**src/rtl/stopwatch_seq.sv**
```systemverilog
// stopwatch_seq: button front end, run/lap/pause FSM, tick prescaler,
// cs/sec/min cascade and lap-freezable display registers.
// Optional macro SW_WRAP_EN: wrap 59:59.99 -> 00:00.00 instead of saturating.
module stopwatch_seq #(
    parameter int CLK_HZ  = 50000000,
    parameter int TICK_HZ = 100
) (
    input  logic       clk,
    input  logic       rst,
    input  logic       btn_start,
    input  logic       btn_clear,
    input  logic       btn_lap,
    output logic [1:0] state,
    output logic       run,
    output logic [6:0] cs,
    output logic [5:0] sec,
    output logic [5:0] min,
    output logic [6:0] disp_cs,
    output logic [5:0] disp_sec,
    output logic [5:0] disp_min,
    output logic       ovf
);

    localparam int DIV = CLK_HZ / TICK_HZ;
    localparam int PW  = (DIV >= 2) ? $clog2(DIV) : 1;
    localparam logic [PW-1:0] PRESC_MAX = PW'(DIV - 1);

    generate
        if (DIV < 2) begin : g_bad_div
            $error("stopwatch_seq: CLK_HZ/TICK_HZ must be at least 2");
        end
    endgenerate

    typedef enum logic [1:0] {
        ST_STOP  = 2'b00,
        ST_RUN   = 2'b01,
        ST_LAP   = 2'b10,
        ST_PAUSE = 2'b11
    } state_e;

    // bit 0 start, bit 1 clear, bit 2 lap
    logic [2:0] btn_raw;
    logic [2:0] sync1_q, sync1_d;
    logic [2:0] sync2_q, sync2_d;
    logic [2:0] prev_q, prev_d;
    logic [2:0] btn_rise;
    logic       start_p, clear_p, lap_p;

    state_e     state_q, state_d;
    logic       run_q, run_d;
    logic       clr;

    logic [PW-1:0] presc_q, presc_d;
    logic          tick;
    logic          at_top;

    logic [6:0] cs_q, cs_d;
    logic [5:0] sec_q, sec_d;
    logic [5:0] min_q, min_d;
    logic       ovf_q, ovf_d;

    logic [6:0] dcs_q, dcs_d;
    logic [5:0] dsec_q, dsec_d;
    logic [5:0] dmin_q, dmin_d;

    assign btn_raw  = {btn_lap, btn_clear, btn_start};
    assign btn_rise = sync2_q & ~prev_q;
    assign start_p  = btn_rise[0];
    assign clear_p  = btn_rise[1];
    assign lap_p    = btn_rise[2];

    // two-stage synchroniser chain plus previous-value stage per button
    always_comb begin
        sync1_d = btn_raw;
        sync2_d = sync1_q;
        prev_d  = sync2_q;
    end

    // synchroniser and edge-detect registers
    always_ff @(posedge clk or posedge rst) begin
        if (rst) begin
            sync1_q <= '0;
            sync2_q <= '0;
            prev_q  <= '0;
        end else begin
            sync1_q <= sync1_d;
            sync2_q <= sync2_d;
            prev_q  <= prev_d;
        end
    end

    // next-state decode; start outranks clear and lap
    always_comb begin
        state_d = state_q;
        clr     = 1'b0;
        unique case (state_q)
            ST_STOP: begin
                if (start_p) begin
                    state_d = ST_RUN;
                end else if (clear_p) begin
                    clr = 1'b1;
                end
            end
            ST_RUN: begin
                if (start_p) begin
                    state_d = ST_PAUSE;
                end else if (lap_p) begin
                    state_d = ST_LAP;
                end
            end
            ST_LAP: begin
                if (lap_p) begin
                    state_d = ST_RUN;
                end
            end
            ST_PAUSE: begin
                if (start_p) begin
                    state_d = ST_RUN;
                end else if (clear_p) begin
                    state_d = ST_STOP;
                    clr     = 1'b1;
                end
            end
            default: state_d = ST_STOP;
        endcase
        run_d = (state_d == ST_RUN) || (state_d == ST_LAP);
    end

    // FSM state and its registered run flag
    always_ff @(posedge clk or posedge rst) begin
        if (rst) begin
            state_q <= ST_STOP;
            run_q   <= 1'b0;
        end else begin
            state_q <= state_d;
            run_q   <= run_d;
        end
    end

    assign tick   = run_q && (presc_q == PRESC_MAX);
    assign at_top = (cs_q == 7'd99) && (sec_q == 6'd59) && (min_q == 6'd59);

    // prescaler and time cascade; clear only happens while stopped/paused
    always_comb begin
        presc_d = presc_q;
        cs_d    = cs_q;
        sec_d   = sec_q;
        min_d   = min_q;
        ovf_d   = ovf_q;
        if (clr) begin
            presc_d = '0;
            cs_d    = '0;
            sec_d   = '0;
            min_d   = '0;
            ovf_d   = 1'b0;
        end else if (run_q) begin
            presc_d = tick ? '0 : presc_q + 1'b1;
            if (tick) begin
                if (at_top) begin
`ifdef SW_WRAP_EN
                    cs_d  = '0;
                    sec_d = '0;
                    min_d = '0;
`endif
                    ovf_d = 1'b1;
                end else if (cs_q == 7'd99) begin
                    cs_d = '0;
                    if (sec_q == 6'd59) begin
                        sec_d = '0;
                        min_d = min_q + 6'd1;
                    end else begin
                        sec_d = sec_q + 6'd1;
                    end
                end else begin
                    cs_d = cs_q + 7'd1;
                end
            end
        end
    end

    // prescaler, live counters and overflow flag
    always_ff @(posedge clk or posedge rst) begin
        if (rst) begin
            presc_q <= '0;
            cs_q    <= '0;
            sec_q   <= '0;
            min_q   <= '0;
            ovf_q   <= 1'b0;
        end else begin
            presc_q <= presc_d;
            cs_q    <= cs_d;
            sec_q   <= sec_d;
            min_q   <= min_d;
            ovf_q   <= ovf_d;
        end
    end

    // display tracks the live count one cycle late, frozen while in lap
    always_comb begin
        dcs_d  = dcs_q;
        dsec_d = dsec_q;
        dmin_d = dmin_q;
        if (state_q != ST_LAP) begin
            dcs_d  = cs_q;
            dsec_d = sec_q;
            dmin_d = min_q;
        end
    end

    // display registers
    always_ff @(posedge clk or posedge rst) begin
        if (rst) begin
            dcs_q  <= '0;
            dsec_q <= '0;
            dmin_q <= '0;
        end else begin
            dcs_q  <= dcs_d;
            dsec_q <= dsec_d;
            dmin_q <= dmin_d;
        end
    end

    assign state    = state_q;
    assign run      = run_q;
    assign cs       = cs_q;
    assign sec      = sec_q;
    assign min      = min_q;
    assign disp_cs  = dcs_q;
    assign disp_sec = dsec_q;
    assign disp_min = dmin_q;
    assign ovf      = ovf_q;

endmodule

```
**config.mk**
```make
export PLATFORM = sky130hd
export DESIGN_NAME = stopwatch_seq
export DESIGN_NICKNAME = d
export VERILOG_FILES = /design/src/rtl/stopwatch_seq.sv
export SDC_FILE = /design/constraint.sdc
export NUM_CORES = 1
export LEC_CHECK = 0
export ABC_AREA = 1
export CAP_MARGIN = 25
export CORE_ASPECT_RATIO = 1.1
export CORE_MARGIN = 2
export CORE_UTILIZATION = 35
export CTS_BUF_LIST = sky130_fd_sc_hd__clkbuf_4 sky130_fd_sc_hd__clkbuf_8 sky130_fd_sc_hd__clkbuf_16
export DETAILED_ROUTE_END_ITERATION = 7
export PLACE_DENSITY = 0.65
export SLEW_MARGIN = 20
export SYNTH_ARGS = -nofsm -noshare
export SYNTH_HDL_FRONTEND = slang
export SYNTH_SLANG_ARGS = --single-unit
```
**constraint.sdc**
```tcl
create_clock -name clk -period 1.9 [get_ports clk]
set_input_delay 0.285 -clock clk [delete_from_list [all_inputs] [get_ports clk]]
set_output_delay 0.285 -clock clk [all_outputs]
set_load 0.03 [all_outputs]
```
==> results of run 1 <==
## sequential cells by signal (all words and copies together), names as in the netlist, 2 cells and up
signal and cells:
disp_cs 7, prev_q 3, cs 7, prev_d 3
presc_q 19, sync1_q 3, sec 6, min 6
disp_sec 6, state 2, disp_min 6
## logic make-up after synthesis
family | count (synthesis) | share of synthesized area (%)
AND/OR/NAND/NOR | 287 | 34.49
flip-flops | 70 | 47.67
buffers and inverters | 64 | 7.354
AO/OA/AOI/OAI | 32 | 5.142
XOR/XNOR | 11 | 2.622
adder cells (fa/ha/maj) | 8 | 2.724
## worst paths after layout
kind	cells after the start	endpoint	slack (ns)
max in group asynchronous	3	sec[1]	1.02
max reg2reg	10	presc_q[15]	0.16
min	0	prev_d[0]	0.35
min in group asynchronous	2	disp_cs[4]	0.36
min reg2reg	0	prev_d[0]	0.35
max	1	min[2]	0.07
## layout by cell type (no fill, tap or decap), drive strengths merged, types with 2 or more instances in the layout
cell type,instances
a21oi,4
clkinvlp,3
nand3b,4
dfrtp,70
clkinv,3
xor2,9
nand2,167
buf,17
nand3,36
nand4,11
nor2,62
ha,8
xnor2,2
clkdlybuf4s50,44
clkbuf,9
bufinv,2
nor3,6
o21ai,25
dlymetal6s2s,2
inv,55
## what timing repair did
item,4_1_cts,5_1_grt
endpoints found under the setup margin,0,18
buffers inserted,0,1
resized for setup,0,5
## through the flow
step	hold WS, ns	total power [mW]	util, %
2_1_floorplan	0.3164	3.078	-
3_3_place_gp	0.3343	3.722	42.76
3_5_place_dp	0.3363	3.768	42.76
4_1_cts	0.3491	5.610	45.90
5_1_grt	0.3495	5.905	46.17
6_report	0.3488	5.582	46.17
## final cells by class
type | count | area, sq um
well taps | 143 | 178.9
flip-flops and latches | 70 | 1752
clock inverters | 7 | 97.59
repair buffers | 63 | 618.1
multi-input cells | 338 | 1668
clock buffers | 9 | 225.2
inverters | 56 | 214.0
fillers | 1013 | 5543
## routing by layer
metal | share of wire (%) | track usage (%)
met2 | 49 | 27.89
met1 | 44 | 20.77
met3 | 5.3 | 5.461
met5 | 0 | 0
met4 | 1.7 | 5.856
## power breakdown
part / total, mW / internal [mW] / leakage [nW] / switching, mW
registers: 1.85 / 1.69 / 0.938 / 0.161
clock network: 1.81 / 1.15 / 0.152 / 0.657
logic: 1.92 / 0.704 / 1.22 / 1.21
total: 5.58 / 3.55 / 2.31 / 2.03
==> impl_metrics.yaml, run 1 <==
status:
  status: "complete, no violations"
die:
  rows: 39
  boundaryPins: 47
  die-area_sq_um: 11340
  core_sq_um: 10300
  die_height_um: 111.5
  die_w_um: 101.7
  initial_core_util_pct: 35.69
global_route:
  grt_pass1_vias: 3254
  grt-ovfl-total: 0
  grt_usage_pct: 16.96
  grt_max_degree: 32
  antenna_found_initial: 0
  grt_pass1_wl_mm: 15.19
job:
  drv_cap: 0
route:
  via_per_inst: 4.595
  routed_wl_mm: 8.752
  ant_nets: 0
  via_count: 3152
  drc: 0
  dr.pass1.iters: 4
  routedWlPerCell_um: 12.76
  first_iter_violations: 126
logic_synthesis:
  synth_nets: 485
  ys_seq_area_share_pct: 47.67
  synth_area_leaders: "dfrtp_1 48%, nand2_1 16%, nor2_1 5.7%"
  synthArstFlopShare_pct: 100.0
  ys_warn_count: 0
  synth_top_area_share_pct: 47.67
  synth_seq_cells: 70
  synth-edff-count: 0
  netlist_area_sq_um: 3675
  synth.most_common_cell: "nand2_1"
  synthCells: 472
  yosys-top-cells-count: "159 x nand2_1, 70 x dfrtp_1, 56 x nor2_1"
  synthFlopType: "dfrtp_1"
  avgSynthCellArea_sq_um: 7.786
  synth_cell_type_count: 33
  yosysTopAreaCell: "dfrtp_1"
sta:
  slew_viol_final: 0
  tns_ns: 0
  slew_headroom_pct: 64.70
  fin_crit_sh_pct: 96.16
  hold_violations: 0
  timing.fmax_ghz: 0.5473
  clock_skew_ns: 0.008864
  rsz0062_at_grt: "no"
  setup_slack_ns: 0.07294
  period_minus_slack_ns: 1.827
  worst_pin_slew_ns: 0.5284
  finalSetupViolCount: 0
power:
  vdd_ir_drop_max_uv: 679.5
  p_leak_nw: 2.311
  powerDensity_nw_per_um2: 1174
setup_path:
  cp_slowest_cell: "clkdlybuf4s50_1"
  worst-path-buf-inv: 1
  end_kind: "output port"
  critPathKind: "flip-flop to output port"
  crit_path_start: "min[2]"
  cpPeakStageDelay_ns: 0.73
  cpLargestDelayFamily: "buffers and inverters"
  worstPathRequired_ns: 1.62
  critPathArrivalTime_ns: 1.54
  regToRegStartpoint: "state[1]"
  cp_cell_sequence: "clkdlybuf4s50_1"
  worst_setup_path_start_kind: "flip-flop"
  cp_max_fo: 8
clocking:
  cts-root-buf: "clkbuf_16"
  htreeDepth: 3
  cts_buffer_depth: 2
  cts_tree: "built"
  cts_buffers: 9
  cts.sinks: 70
  cts.clk_slew.worst_paths_ns: 0.06
  cts_hold_buffers: 0
  clock_latency_ns: 0.33
cells_and_area:
  final-instance-count-excl-fill: 686
  drive_gt1_share_pct: 11.60
  syn_to_final_growth_pct: 29.35
  nets: 551
  final_area_sq_um: 4753
  antenna_cells: 0
placed_design:
  pre_cts_slack_ns: 0.05642
  dp_cells: 669
  hpwlAfterDp_mm: 6.381
  io_buffer_count: 46
  finalWeightedCongestion: 0.8553
  place_area_sq_um: 4403
min_path:
  hp-start: "sync1_q[0]"
  worstHoldPathType: "flip-flop to flip-flop"
No activity file was read; power rests on OpenSTA's default activity.
==> inputs of run 2 (changes only) <==
CORE_UTILIZATION = 50   (was 35)
PLACE_DENSITY = 0.84   (was 0.65)
SLEW_MARGIN = 10   (was 20)
==> run 2 against run 1 <==
Against the previous run: the flow now finishes with violations (DRC); final area is 2.4% lower; wire length decreased by 1.3%; utilization grew 19 points; cell count is 8.6% lower; critical path type unchanged; worst hold slack gained 0.0061 ns; first-iteration DRC count grew 91%; global-route usage is 6.6 points higher; via count increased by 3.4%; largest power group unchanged; sequential power hardly changed.
==> impl_metrics.yaml, run 2 (synthesis results as in run 1) <==
global_route:
  grt_max_degree: 71
  antenna_found_initial: 0
  grt_pass1_vias: 3201
  grt_usage_pct: 23.52
  grt_pass1_wl_mm: 14.95
  grt-ovfl-total: 0
clocking:
  cts.sinks: 70
  htreeDepth: 3
  cts.clk_slew.worst_paths_ns: 0.08
  cts_tree: "built"
  cts-root-buf: "clkbuf_8"
  postCtsSetupBuffers: 0
  cts_buffers: 9
  clock_latency_ns: 0.34
  cts_buffer_depth: 2
die:
  initial_core_util_pct: 51.85
  rows: 32
  boundaryPins: 47
  die-area_sq_um: 8052
  die_height_um: 93.92
  core_sq_um: 7087
  die_w_um: 85.74
route:
  dr.pass1.iters: 8
  ant_nets: 0
  first_iter_violations: 241
  wl_met3_um: 470
  via_count: 3258
  drc: 1
  routed.top_layer: "met4"
  wl_met2_mm: 4.429
  routedWlPerCell_um: 13.78
  routed_wl_mm: 8.639
  wl_met1_mm: 3.678
  via_per_inst: 5.196
sta:
  timing.fmax_ghz: 0.5406
  slew_viol_final: 0
  rsz0062_at_grt: "no"
  fin_crit_sh_pct: 97.35
  tns_ns: 0
  hold_violations: 0
  period_minus_slack_ns: 1.850
  slew_headroom_pct: 74.82
  clock_skew_ns: 0.007240
  worst_pin_slew_ns: 0.3777
  finalSetupViolCount: 0
min_path:
  worstHoldPathType: "flip-flop to flip-flop"
setup_path:
  cp_slowest_cell: "clkdlybuf4s50_1"
  critPathKind: "flip-flop to output port"
  cpPeakStageDelay_ns: 0.73
  worstPathRequired_ns: 1.62
  critPathArrivalTime_ns: 1.56
  end_kind: "output port"
  worst_setup_path_start_kind: "flip-flop"
  worst-path-buf-inv: 1
  cp_max_fo: 7
  cp_cell_sequence: "clkdlybuf4s50_1"
  cpLargestDelayFamily: "buffers and inverters"
cells_and_area:
  layout_commonest_cell: "nand2_1"
  mostFrequentLayoutCells: "159 x nand2_1, 70 x dfrtp_1, 56 x nor2_1"
  nets: 551
  antenna_cells: 0
  largest_reg_flops: 19
  drive_gt1_share_pct: 11.62
  regMostFlops: "presc_q"
  syn_to_final_growth_pct: 26.18
power:
  p_seq_share_pct: 33.4
  powerDensity_nw_per_um2: 1185
  power_frac_clock_pct: 31.1
  power.share.combinational_pct: 35.5
  p_leak_nw: 2.279
  fin_total_pwr_mw: 5.497
  vdd_ir_drop_max_uv: 972.9
  switching_share_pct: 35.58
  p_int_mw: 3.541
  p_sw_mw: 1.955
job:
  drv_cap: 0
placed_design:
  io_buffer_count: 46
  finalWeightedCongestion: 0.8988
  hpwlAfterDp_mm: 6.026
status:
  status: "complete, but fails checks"
  violations: "DRC"
run 2: cell types whose count changed in the layout (fill, tap and decap cells not counted), sizes merged:
cell | previous run | this run
clkinv | 3 | 2
bufinv | 2 | 5
clkinvlp | 3 | 1
inv | 55 | 54
clkdlybuf4s50 | 44 | 45
dlymetal6s2s | 2 | 1
run 2: path summary, 6_finish.rpt:
kind                            depth (start not counted)  slack [ns]           to  startpoint
max in group asynchronous                               3        1.21        cs[1]         rst
min in group asynchronous                               3        0.38  presc_q[15]         rst
worst min register to register                          0        0.35    prev_d[1]  sync1_q[1]
worst min-delay path                                    0        0.35    prev_d[1]  sync1_q[1]
worst max-delay path                                    1        0.05       sec[4]      sec[4]
worst max register to register                          8        0.12        cs[5]    state[0]
run 2: area by class of cell:
type                    instances  area (sq um)
clock buffers                   9         123.9
well taps                      85         106.4
fillers                       542          2450
flip-flops and latches         70          1752
inverters                      56         216.5
repair buffers                 63         606.8
clock inverters                 6         158.9
multi-input cells             338          1673
run 2: metal layers:
metal | GRT usage [%] | vias to the layer above
met2 | 39.97 | 102
met4 | 6.746 | 0
met5 | 0 | -
met3 | 5.975 | 5
li1 | - | 1602
met1 | 29.67 | 1549
run 2: timing repair:
action	CTS	global route
resized for setup	0	7
endpoints found under the setup margin	0	16
endpoints found under the hold margin	0	0
hold buffers	0	0
run 2: power groups by stage:
stage	Sequential, mW	Clock, mW	Combinational, mW
6_report	1.84	1.71	1.95
5_1_grt	1.87	1.80	2.15
4_1_cts	1.84	1.72	1.93
3_5_place_dp	1.87	0	1.91
3_3_place_gp	1.86	0	1.85
2_1_floorplan	2.17	0	0.905
run 2: metrics by stage:
step	hold WS [ns]	std cells	util (%)	instance area [sq um]	setup WS, ns
floorplan	0.3164	472	-	3679	0.05295
global placement	0.3350	612	61.03	4325	0.1654
CTS	0.3604	627	65.02	4608	0.03264
detailed placement	0.3433	612	61.03	4325	0.05917
global route	0.3582	627	65.43	4637	0.0002925
finish	0.3549	627	65.43	4637	0.05034
